<file path="src/rtl/pipeid_stage_pkg.sv">
// rtl/pipeid_stage_pkg.sv - shared constants, forward-select enum and ID/EX width helper
package pipeid_stage_pkg;

  localparam logic [1:0] BR_NONE = 2'b00;
  localparam logic [1:0] BR_EQ   = 2'b01;
  localparam logic [1:0] BR_NE   = 2'b10;

  typedef enum logic [1:0] {
    FWD_RF,
    FWD_EX,
    FWD_MA,
    FWD_MD
  } fwd_sel_e;

  // valid, wreg, m2reg (3) + rn (5) + ctl + a, b, imm, pc4
  function automatic int idex_width(input int xlen, input int ctlw);
    return 8 + ctlw + 4 * xlen;
  endfunction

endpackage

</file>
<file path="src/rtl/pipeid_stage_if.sv">
// rtl/pipeid_stage_if.sv - ID-stage inputs from IF/ID, decoder, EX/MEM/WB and ID/EX outputs
interface pipeid_stage_if #(
  parameter int XLEN = 32,
  parameter int CTLW = 8
);
  logic            d_valid;
  logic [31:0]     d_inst;
  logic [XLEN-1:0] d_pc4;
  logic [CTLW-1:0] d_ctl;
  logic            d_uses_rs, d_uses_rt, d_wreg, d_m2reg, d_regrt, d_sext;
  logic [1:0]      d_br;
  logic            d_flush;
  logic [XLEN-1:0] e_alu;
  logic            m_wreg, m_m2reg;
  logic [4:0]      m_rn;
  logic [XLEN-1:0] m_alu, m_mdata;
  logic            w_wreg;
  logic [4:0]      w_rn;
  logic [XLEN-1:0] w_data;

  logic            stall, br_taken;
  logic [XLEN-1:0] bpc;
  logic            e_valid, e_wreg, e_m2reg;
  logic [4:0]      e_rn;
  logic [CTLW-1:0] e_ctl;
  logic [XLEN-1:0] e_a, e_b, e_imm, e_pc4;

  modport slave (
    input  d_valid, d_inst, d_pc4, d_ctl, d_uses_rs, d_uses_rt, d_wreg, d_m2reg,
           d_regrt, d_sext, d_br, d_flush, e_alu, m_wreg, m_m2reg, m_rn, m_alu,
           m_mdata, w_wreg, w_rn, w_data,
    output stall, br_taken, bpc, e_valid, e_wreg, e_m2reg, e_rn, e_ctl,
           e_a, e_b, e_imm, e_pc4
  );

  modport master (
    output d_valid, d_inst, d_pc4, d_ctl, d_uses_rs, d_uses_rt, d_wreg, d_m2reg,
           d_regrt, d_sext, d_br, d_flush, e_alu, m_wreg, m_m2reg, m_rn, m_alu,
           m_mdata, w_wreg, w_rn, w_data,
    input  stall, br_taken, bpc, e_valid, e_wreg, e_m2reg, e_rn, e_ctl,
           e_a, e_b, e_imm, e_pc4
  );
endinterface

</file>
<file path="src/rtl/pipeid_stage_regfile.sv">
// rtl/pipeid_stage_regfile.sv - two-read one-write register file with WB write-through
module pipeid_regfile #(
  parameter int XLEN = 32,
  parameter int NREG = 32
) (
  input  logic            clk,
  input  logic            clrn,
  input  logic [4:0]      ra_i,
  input  logic [4:0]      rb_i,
  input  logic            w_we_i,
  input  logic [4:0]      w_rn_i,
  input  logic [XLEN-1:0] w_data_i,
  output logic [XLEN-1:0] a_o,
  output logic [XLEN-1:0] b_o
);
  localparam logic [5:0] NREG_L = 6'(NREG);

  // Sized for the full 5-bit index; entries at or above NREG are never written.
  logic [XLEN-1:0] rf_q [32];
  logic            w_ok, a_ok, b_ok;

  assign w_ok = w_we_i && (w_rn_i != 5'd0) && ({1'b0, w_rn_i} < NREG_L);
  assign a_ok = (ra_i != 5'd0) && ({1'b0, ra_i} < NREG_L);
  assign b_ok = (rb_i != 5'd0) && ({1'b0, rb_i} < NREG_L);

  assign a_o = !a_ok ? '0 : (w_ok && w_rn_i == ra_i) ? w_data_i : rf_q[ra_i];
  assign b_o = !b_ok ? '0 : (w_ok && w_rn_i == rb_i) ? w_data_i : rf_q[rb_i];

  always_ff @(posedge clk) begin
    if (!clrn) begin
      for (int i = 0; i < 32; i++) rf_q[i] <= '0;
    end else if (w_ok) begin
      rf_q[w_rn_i] <= w_data_i;
    end
  end
endmodule

</file>
<file path="src/rtl/pipeid_stage.sv">
// rtl/pipeid_stage.sv - decode stage: operand read/forward, load-use stall, branch resolve, ID/EX register
module pipeid_stage
  import pipeid_stage_pkg::*;
#(
  parameter int XLEN = 32,
  parameter int NREG = 32,
  parameter int CTLW = 8
) (
  input logic           clk,
  input logic           clrn,
  pipeid_stage_if.slave id
);
  localparam int IDEX_W = idex_width(XLEN, CTLW);

  logic [4:0]       rs, rt, rd, rn;
  logic [15:0]      imm16;
  logic [XLEN-1:0]  rf_a, rf_b, fwd_a, fwd_b, imm;
  fwd_sel_e         sel_a, sel_b;
  logic             ex_fwd_ok, ex_load, load_hit, stall_w, eq;
  logic [IDEX_W-1:0] idex_d, idex_q;
  logic             unused_op;

  assign rs        = id.d_inst[9:5];
  assign rt        = id.d_inst[4:0];
  assign rd        = id.d_inst[14:10];
  assign imm16     = id.d_inst[25:10];
  assign unused_op = ^id.d_inst[31:26];
  assign rn        = id.d_regrt ? rt : rd;
  assign imm       = id.d_sext ? {{(XLEN-16){imm16[15]}}, imm16} : {{(XLEN-16){1'b0}}, imm16};

  pipeid_regfile #(.XLEN(XLEN), .NREG(NREG)) u_rf (
    .clk      (clk),
    .clrn     (clrn),
    .ra_i     (rs),
    .rb_i     (rt),
    .w_we_i   (id.w_wreg),
    .w_rn_i   (id.w_rn),
    .w_data_i (id.w_data),
    .a_o      (rf_a),
    .b_o      (rf_b)
  );

  function automatic fwd_sel_e fwd_pick(input logic [4:0] r, input logic ex_ok,
                                        input logic [4:0] ex_rn, input logic m_wreg,
                                        input logic m_m2reg, input logic [4:0] m_rn);
    fwd_sel_e sel;
    sel = FWD_RF;
    if (r != 5'd0) begin
      if (ex_ok && ex_rn == r) sel = FWD_EX;
      else if (m_wreg && m_rn == r) sel = m_m2reg ? FWD_MD : FWD_MA;
    end
    return sel;
  endfunction

  function automatic logic [XLEN-1:0] fwd_mux(input fwd_sel_e sel, input logic [XLEN-1:0] rf,
                                              input logic [XLEN-1:0] ex, input logic [XLEN-1:0] ma,
                                              input logic [XLEN-1:0] md);
    case (sel)
      FWD_EX:  return ex;
      FWD_MA:  return ma;
      FWD_MD:  return md;
      default: return rf;
    endcase
  endfunction

  // A load still in EX has no data yet, so only non-load EX results are forwarded.
  assign ex_fwd_ok = id.e_valid & id.e_wreg & ~id.e_m2reg;
  assign ex_load   = id.e_valid & id.e_wreg & id.e_m2reg & (id.e_rn != 5'd0);
  assign load_hit  = (id.d_uses_rs & (rs == id.e_rn)) | (id.d_uses_rt & (rt == id.e_rn)) |
                     ((id.d_br != BR_NONE) & ((rs == id.e_rn) | (rt == id.e_rn)));
  assign stall_w   = id.d_valid & ~id.d_flush & ex_load & load_hit;

  always_comb begin
    sel_a = fwd_pick(rs, ex_fwd_ok, id.e_rn, id.m_wreg, id.m_m2reg, id.m_rn);
    sel_b = fwd_pick(rt, ex_fwd_ok, id.e_rn, id.m_wreg, id.m_m2reg, id.m_rn);
    fwd_a = fwd_mux(sel_a, rf_a, id.e_alu, id.m_alu, id.m_mdata);
    fwd_b = fwd_mux(sel_b, rf_b, id.e_alu, id.m_alu, id.m_mdata);
  end

  assign eq          = (fwd_a == fwd_b);
  assign id.stall    = stall_w;
  assign id.bpc      = id.d_pc4 + (imm << 2);
  assign id.br_taken = id.d_valid & ~id.d_flush & ~stall_w &
                       (((id.d_br == BR_EQ) & eq) | ((id.d_br == BR_NE) & ~eq));

  always_comb begin
    idex_d = '0;
    if (id.d_valid && !id.d_flush && !stall_w)
      idex_d = {1'b1, id.d_wreg, id.d_m2reg, rn, id.d_ctl, fwd_a, fwd_b, imm, id.d_pc4};
  end

  always_ff @(posedge clk) begin
    if (!clrn) idex_q <= '0;
    else       idex_q <= idex_d;
  end

  assign {id.e_valid, id.e_wreg, id.e_m2reg, id.e_rn, id.e_ctl,
          id.e_a, id.e_b, id.e_imm, id.e_pc4} = idex_q;
endmodule

</file>
<file path="src/flat_wrapper.sv">
// flat-port wrapper written by rule: the top's interface ports become plain ports
module pipeid_stage_flat import pipeid_stage_pkg::*;
#(
  parameter int XLEN = 32,
  parameter int NREG = 32,
  parameter int CTLW = 8
)
  (clk, clrn, id_d_valid, id_d_inst, id_d_pc4, id_d_ctl, id_d_uses_rs, id_d_uses_rt, id_d_wreg, id_d_m2reg, id_d_regrt, id_d_sext, id_d_br, id_d_flush, id_e_alu, id_m_wreg, id_m_m2reg, id_m_rn, id_m_alu, id_m_mdata, id_w_wreg, id_w_rn, id_w_data, id_stall, id_br_taken, id_bpc, id_e_valid, id_e_wreg, id_e_m2reg, id_e_rn, id_e_ctl, id_e_a, id_e_b, id_e_imm, id_e_pc4);
  pipeid_stage_if #(.XLEN(XLEN), .CTLW(CTLW)) id_i ();
  input logic clk;
  input logic clrn;
  input wire logic [$bits(id_i.d_valid)-1:0] id_d_valid;
  input wire logic [$bits(id_i.d_inst)-1:0] id_d_inst;
  input wire logic [$bits(id_i.d_pc4)-1:0] id_d_pc4;
  input wire logic [$bits(id_i.d_ctl)-1:0] id_d_ctl;
  input wire logic [$bits(id_i.d_uses_rs)-1:0] id_d_uses_rs;
  input wire logic [$bits(id_i.d_uses_rt)-1:0] id_d_uses_rt;
  input wire logic [$bits(id_i.d_wreg)-1:0] id_d_wreg;
  input wire logic [$bits(id_i.d_m2reg)-1:0] id_d_m2reg;
  input wire logic [$bits(id_i.d_regrt)-1:0] id_d_regrt;
  input wire logic [$bits(id_i.d_sext)-1:0] id_d_sext;
  input wire logic [$bits(id_i.d_br)-1:0] id_d_br;
  input wire logic [$bits(id_i.d_flush)-1:0] id_d_flush;
  input wire logic [$bits(id_i.e_alu)-1:0] id_e_alu;
  input wire logic [$bits(id_i.m_wreg)-1:0] id_m_wreg;
  input wire logic [$bits(id_i.m_m2reg)-1:0] id_m_m2reg;
  input wire logic [$bits(id_i.m_rn)-1:0] id_m_rn;
  input wire logic [$bits(id_i.m_alu)-1:0] id_m_alu;
  input wire logic [$bits(id_i.m_mdata)-1:0] id_m_mdata;
  input wire logic [$bits(id_i.w_wreg)-1:0] id_w_wreg;
  input wire logic [$bits(id_i.w_rn)-1:0] id_w_rn;
  input wire logic [$bits(id_i.w_data)-1:0] id_w_data;
  output wire logic [$bits(id_i.stall)-1:0] id_stall;
  output wire logic [$bits(id_i.br_taken)-1:0] id_br_taken;
  output wire logic [$bits(id_i.bpc)-1:0] id_bpc;
  output wire logic [$bits(id_i.e_valid)-1:0] id_e_valid;
  output wire logic [$bits(id_i.e_wreg)-1:0] id_e_wreg;
  output wire logic [$bits(id_i.e_m2reg)-1:0] id_e_m2reg;
  output wire logic [$bits(id_i.e_rn)-1:0] id_e_rn;
  output wire logic [$bits(id_i.e_ctl)-1:0] id_e_ctl;
  output wire logic [$bits(id_i.e_a)-1:0] id_e_a;
  output wire logic [$bits(id_i.e_b)-1:0] id_e_b;
  output wire logic [$bits(id_i.e_imm)-1:0] id_e_imm;
  output wire logic [$bits(id_i.e_pc4)-1:0] id_e_pc4;
  assign id_i.d_valid = id_d_valid;
  assign id_i.d_inst = id_d_inst;
  assign id_i.d_pc4 = id_d_pc4;
  assign id_i.d_ctl = id_d_ctl;
  assign id_i.d_uses_rs = id_d_uses_rs;
  assign id_i.d_uses_rt = id_d_uses_rt;
  assign id_i.d_wreg = id_d_wreg;
  assign id_i.d_m2reg = id_d_m2reg;
  assign id_i.d_regrt = id_d_regrt;
  assign id_i.d_sext = id_d_sext;
  assign id_i.d_br = id_d_br;
  assign id_i.d_flush = id_d_flush;
  assign id_i.e_alu = id_e_alu;
  assign id_i.m_wreg = id_m_wreg;
  assign id_i.m_m2reg = id_m_m2reg;
  assign id_i.m_rn = id_m_rn;
  assign id_i.m_alu = id_m_alu;
  assign id_i.m_mdata = id_m_mdata;
  assign id_i.w_wreg = id_w_wreg;
  assign id_i.w_rn = id_w_rn;
  assign id_i.w_data = id_w_data;
  assign id_stall = id_i.stall;
  assign id_br_taken = id_i.br_taken;
  assign id_bpc = id_i.bpc;
  assign id_e_valid = id_i.e_valid;
  assign id_e_wreg = id_i.e_wreg;
  assign id_e_m2reg = id_i.e_m2reg;
  assign id_e_rn = id_i.e_rn;
  assign id_e_ctl = id_i.e_ctl;
  assign id_e_a = id_i.e_a;
  assign id_e_b = id_i.e_b;
  assign id_e_imm = id_i.e_imm;
  assign id_e_pc4 = id_i.e_pc4;
  pipeid_stage #(.XLEN(XLEN), .NREG(NREG), .CTLW(CTLW)) u_core (.clk(clk), .clrn(clrn), .id(id_i));
endmodule
</file>
<file path="config.mk">
export PLATFORM = sky130hd
export DESIGN_NAME = pipeid_stage_flat
export DESIGN_NICKNAME = d
export VERILOG_FILES = /design/src/rtl/pipeid_stage_pkg.sv /design/src/rtl/pipeid_stage_if.sv /design/src/rtl/pipeid_stage_regfile.sv /design/src/rtl/pipeid_stage.sv /design/src/flat_wrapper.sv
export SDC_FILE = /design/constraint.sdc
export NUM_CORES = 2
export LEC_CHECK = 0
export BUFFER_PORTS_ARGS = -buffer_cell sky130_fd_sc_hd__buf_2
export CORE_ASPECT_RATIO = 1.4
export CORE_MARGIN = 2
export CORE_UTILIZATION = 60
export CTS_BUF_LIST = sky130_fd_sc_hd__clkbuf_2
export CTS_CLUSTER_SIZE = 10
export DETAILED_ROUTE_END_ITERATION = 16
export PLACE_DENSITY = 0.86
export SLEW_MARGIN = 20
export SYNTH_ARGS = -nofsm -noshare
export SYNTH_HDL_FRONTEND = slang
export SYNTH_SLANG_ARGS = --single-unit
</file>
<file path="constraint.sdc">
create_clock -name clk -period 5.1 [get_ports clk]
set_input_delay 0 -clock clk [delete_from_list [all_inputs] [get_ports clk]]
set_output_delay 0 -clock clk [all_outputs]
set_load 0.02 [all_outputs]
</file>
==> results of run 1 <==
[through the flow]
step	instances	utilization, %	TNS, ps	hold slack, ps
CTS	7223	72.7	-376	0.330
detailed placement	6149	64.3	0	233
global placement	6149	64.3	0	230
floorplan	4688	-	0	113
[synthesized netlist by cell type (all sizes together) (18+ instances only)]
library cell,n,area (sq um)
xor2,27,236
mux4,391,8810
nor2,171,642
o221ai,20,175
nor3,61,310
xnor2,44,423
clkbuf,325,1220
a21oi,89,445
mux2,53,597
and2,974,6090
a221oi,53,483
a22oi,135,1010
nand4,37,246
nor2b,21,131
a22o,20,175
ha,29,363
and3,79,499
o211ai,18,135
buf,161,1030
inv,23,86.3
edfxtp,1024,30700
dfxtp,130,2600
mux2i,271,2710
o21ai,131,656
nand3,37,185
o22ai,31,194
nand2,89,334
[layer usage]
| metal | GRT overflow | track usage, % |
|---|---|---|
| met1 | 11 | 57.0 |
| met5 | 0 | 22.6 |
| met2 | 103 | 77.7 |
| met3 | 11 | 44.9 |
| met4 | 73 | 52.2 |
[timing repair]
item,in CTS
setup endpoints to repair,1
pin swaps,21
cloned,1
endpoints found under the hold margin,2133
setup buffers,10
resized for setup,38
hold buffers,603
[cell families after synthesis]
group | share of synthesized area [%]
and+or+nand+nor | 14.6
adders and majority gates | 0.615
muxes | 19.5
DFF | 53.6
other | 0.00602
buffers and inverters | 3.77
AOI/OAI and AO/OA | 6.94
xor gates and xnor gates | 1.06
==> summary.txt, run 1 <==
Synth
  – Post-Syn Instances: 4,657
  – Syn Area/Cell: 13.4 sq um
  – Top FF cell, synth: edfxtp_1
  – Number of synthesized flops with an enable pin: 1,024
  – Yosys reg bits: approximately 1,200
  – Post-synthesis sequential area ratio: between 50% and 60%
  – Post-synth cell types: 86
  – Syn. warnings: 0
  – Ys async rst share: 0%
  – Post-Synthesis Cell Area: 62,300 sq um

Clock tree
  – Clock net sink count: ~1,200
  – Clock root cell: clkbuf_2
  – Clock buffers created by TritonCTS: approximately 280
  – H-Tree Depth: 5
  – CTS max path bufs: 4

Placed design
  – Pre-CTS setup slack: 544 ps
  – Final GP Congestion: between 1 and 1.5
  – Half-perimeter wire length after detailed placement: 146,000 um
  – Dpl cell area: 66,000 sq um
  – Port-buffer cells: 396

Run status
  – Stop err: [ERROR GRT-0116] Global routing finished with congestion. Check the congestion regions in the DRC Viewer.
  – Stage reached: global routing (5_1_grt)
  – Status: stopped before the end

GRT
  – Largest net degree at the start of global routing: 75
  – Global-route wire length before repair: 437,000 um
  – Vias in the first global route: 60,000
  – Total gr overflow: 198
  – All-Layer GR Usage: 58.6%

Floorplan
  – Site Rows: 139
  – Starting density of the core: 60.6%
  – Die Span Y: 385 um
  – Die Wd: 276 um
  – Boundary pin count: just over 400
==> run 2, diff against run 1 <==
--- a/config.mk
+++ b/config.mk
@@ -6,13 +6,10 @@
 export NUM_CORES = 2
 export LEC_CHECK = 0
 export BUFFER_PORTS_ARGS = -buffer_cell sky130_fd_sc_hd__buf_2
-export CORE_ASPECT_RATIO = 1.4
 export CORE_MARGIN = 2
-export CORE_UTILIZATION = 60
-export CTS_BUF_LIST = sky130_fd_sc_hd__clkbuf_2
-export CTS_CLUSTER_SIZE = 10
+export CORE_UTILIZATION = 40
 export DETAILED_ROUTE_END_ITERATION = 16
-export PLACE_DENSITY = 0.86
+export PLACE_DENSITY_LB_ADDON = 0.15
 export SLEW_MARGIN = 20
 export SYNTH_ARGS = -nofsm -noshare
 export SYNTH_HDL_FRONTEND = slang
==> run 2 against run 1 <==
  * The flow now finishes without violations
  * Area after synthesis stayed put
  * Synthesized cell count stayed put
==> summary.txt, run 2 <==
Run status
  – Status: finished clean (was stopped before the end)

Critical path
  – Crit-path leading delay family: simple AND/OR/NAND/NOR gates
  – CP Class: register to primary output
  – Worst reg2reg path depth: 9
  – WP data required: 5100 ps
  – Critical Path AT: 4990 ps
  – Worst r2r src: u_core.u_rf.rf_q[26][29]$_SDFFCE_PN0P_
  – Critical path peak fanout: 3
  – RR Endpoint: u_core.idex_q[125]$_SDFF_PN0_
  – Most used cell, CP: nand4_1
  – Crit path cell chain: mux4_2, o221ai_1, nand4_1, buf_4, o221a_1, o31a_1, nor4_1, nand4_1, nor4_4, nand4_1, a21oi_2, buf_4, buf_2
  – Critical path destination: id_br_taken
  – CP bufs+invs: 3
  – Crit path from: u_core.u_rf.rf_q[7][23]$_SDFFCE_PN0P_
  – Startpoint types: register
  – CP max-delay cell: o221ai_1
  – CP max stage delay: 560 ps
  – Worst path depth: 13
  – CP Capture Type: primary output
  – R2R Setup Slk: 1580 ps

Pwr
  – Switch share: 27.2%
  – Pwr dens: 320 nW/um^2
  – Sw power: 6.47 mW
  – Max VDD drop: 0.211 mV
  – Cell internal pwr: 17.3 mW
  – Lkg Pwr: around 28 nW
  – Part of the power in combinational logic: 15.4%
  – Power share of the clock group: 38.2%
  – Share of power burned in registers: 46.3%

Floorplan
  – Boundary pin count: 403 (unchanged)
  – Site Rows: 144 (was 139)
  – Die ar.: 159,000 sq um
  – Die Span Y: 399 um (was 385 um)
  – Die Wd: 399 um (was 276 um)
  – Core area: 154,000 sq um
  – Starting density of the core: 40.3% (was 60.6%)

Synth
  – Ys async rst share: 0% (unchanged)
  – Post-Syn Instances: 4,657 (unchanged)
  – Area leader, netlist: edfxtp_1 (unchanged)
  – Syn Area/Cell: 13.4 sq um (unchanged)
  – Synth Area in Simple Gates: 14.6% (unchanged)
  – Post-synthesis compound-gate area fraction: 6.94% (unchanged)
  – Post-synthesis sequential area ratio: 53.6% (unchanged)
  – Syn. warnings: 0 (unchanged)
  – Mux cell area share after synthesis: 19.5% (unchanged)
  – Count leader, synth: edfxtp_1 (unchanged)
  – Share of Yosys cell area claimed by the top area cell type: 49.4% (unchanged)
  – Yosys reg bits: 1,154 (unchanged)
  – Synth Area in XOR/XNOR: 1.06% (unchanged)
  – Post-Synth Adder-Cell Area: 0.615% (unchanged)
  – Top FF cell, synth: edfxtp_1 (unchanged)
  – Top cells by count, synth: 1,024 x edfxtp_1, 974 x and2_1, 391 x mux4_2, 325 x clkbuf_1, 271 x mux2i_1 (unchanged)
  – Post-synth cell types: 86 (unchanged)
  – Main area contributors after synthesis: edfxtp_1 49%, mux4_2 14%, and2_1 9.8% (unchanged)
  – Main combinational cell family by area after synthesis: multiplexers (unchanged)
  – Number of synthesized flops with an enable pin: 1,024 (unchanged)
  – Post-Synthesis Cell Area: 62,300 sq um (unchanged)

GRT
  – Initial antenna violation count: 33
  – Global-route wire length before repair: 343,000 um
  – Vias in the first global route: around 45,000
  – Largest net degree at the start of global routing: 79
  – All-Layer GR Usage: 30.7%
  – Total gr overflow: 0

Worst hold path
  – Hold/Removal Path Class: input port to register

Detailed routing
  – Post-DR vias/cell: ~6.1
  – Vias: 45,300
  – Antenna-violating nets left: 0
  – Wire length per cell: 33.3 um
  – Routed WL: ~250,000 um
  – Post-route DRC: 0
  – Drt first pass iters: 8
  – Starting DRC count in detailed routing: 5,458

Final layout
  – Commonest non-fill, non-tap cell in the layout: edfxtp_1
  – Top reg by flops: u_core.u_rf.rf_q
  – Layout Nets: approximately 5,500
  – Share of layout cells above drive strength 1: 25.6%
  – Layout area overhead: 19.5%
  – Most frequent cells in the layout: 1,024 x edfxtp_1, 973 x and2_1, 391 x mux4_2
  – Largest register FFs: 1,024
  – Biggest registers after layout: u_core.u_rf.rf_q x1024, u_core.idex_q x130

Clock tree
  – Clock buffers created by TritonCTS: 132 (was 283)
  – H-Tree Depth: 4 (was 5)
  – CTS max path bufs: 3 (was 4)
  – Worst-path clk slew: 60 ps
  – Clock root cell: clkbuf_16 (was clkbuf_2)
  – TritonCTS clock tree: yes
  – Clock net sink count: 1,154 (unchanged)
  – Clock latency on the worst-skew pair: 790 ps

Timing
  – Post-route minimum period: 4990 ps
  – Final worst slack: 115 ps
  – Final Setup Violations: 0
  – Setup TNS: 0 ps
  – Skew final: around 20 ps
  – Unrepaired setup endpoints after global routing: no
  – FMAX: 201 MHz
  – Max-slew violation count: 0
  – WHS: 49.7 ps
  – Endpoints failing hold: 0
  – Fin crit share: a little over nine tenths
  – Relative slew slack: 18.5%
  – Tightest Pin Transition: roughly 1200 ps

Placed design
  – Pre-CTS setup slack: 206 ps (was 544 ps)
  – Port-buffer cells: 396 (unchanged)
  – Half-perimeter wire length after detailed placement: 158,000 um (was 146,000 um)
  – Final GP Congestion: 0.943 (was 1.03)

Job
  – Max_cap viols: 0
==> run 2: what timing repair did <==
item / CTS / global route
endpoints found under the setup margin: 1 / 1
gates resized for setup: 6 / 16
hold buffers: 289 / 0
setup buffers: 1 / 5
pin swaps: 1 / 7
hold endpoints to repair: 1119 / 0
==> run 2: power groups by stage <==
stage,Sequential (mW),Clock [mW],Combinational (mW)
2_1_floorplan,11.2,0,1.95
3_3_place_gp,11.2,0,3.37
3_5_place_dp,11.2,0,3.37
4_1_cts,11.0,9.18,3.57
5_1_grt,11.1,9.52,3.80
6_report,11.0,9.09,3.66
==> run 2: area by class of cell <==
type	instances	area [sq um]
antenna	13	32.5
clock buffer	176	3610
clock inverter	57	380
fill	13400	80000
inverter	25	93.8
multi-input combinational	3023	27300
sequential	1154	33400
tap	2044	2560
timing repair buffer	927	7030
==> run 2: tightest hold or removal path: cells and delay by family <==
| kind | cells | cell delay [ps] |
|---|---|---|
| and+or+nand+nor | 2 | 490 |
| buffers and inverters | 1 | 170 |
==> run 2: worst min path at each step <==
stage	start	end	slack, ps	cells past startpoint
after floorplan	id_d_pc4[0]	id_bpc[0]	110	1
after global placement	id_d_pc4[0]	id_bpc[0]	240	2
after detailed placement	id_d_pc4[0]	id_bpc[0]	240	2
after CTS	id_d_valid	u_core.idex_q[143]$_SDFF_PN0_	7	5
after global routing	id_d_pc4[31]	u_core.idex_q[31]$_SDFF_PN0_	50	3
final	id_w_rn[3]	u_core.u_rf.rf_q[25][3]$_SDFFCE_PN0P_	50	3
==> run 2: logic make-up (layout without fill, tap and decap cells) <==
kind of cell             count (synthesis)  after routing
flip-flops                            1154           1154
multiplexers                           715            715
other                                    1             45
AND/OR/NAND/NOR                       1555           1555
adder cells (fa/ha/maj)                 30             30
XOR/XNOR                                71             71
buffers and inverters                  511           1185
AO/OA/AOI/OAI                          620            620
==> run 2: through the flow <==
stage / power [mW] / std cells / util, % / instance area (sq um)
2_1_floorplan: 13.1 / 4688 / - / 62400
3_3_place_gp: 14.5 / 6877 / 43.6 / 67300
3_5_place_dp: 14.6 / 6877 / 43.6 / 67300
4_1_cts: 23.8 / 7400 / 48.1 / 74200
5_1_grt: 24.4 / 7410 / 48.2 / 74400
6_report: 23.8 / 7419 / 48.2 / 74400
==> run 2: routing by layer <==
layer	vias to the layer above	wire length, um	global-route usage, %
li1	18900	-	-
met1	23300	95600	39.2
met2	2549	117000	50.3
met3	544	23400	7.15
met4	30	10900	12.6
met5	-	202	0
No activity file was read; power rests on OpenSTA's default activity.
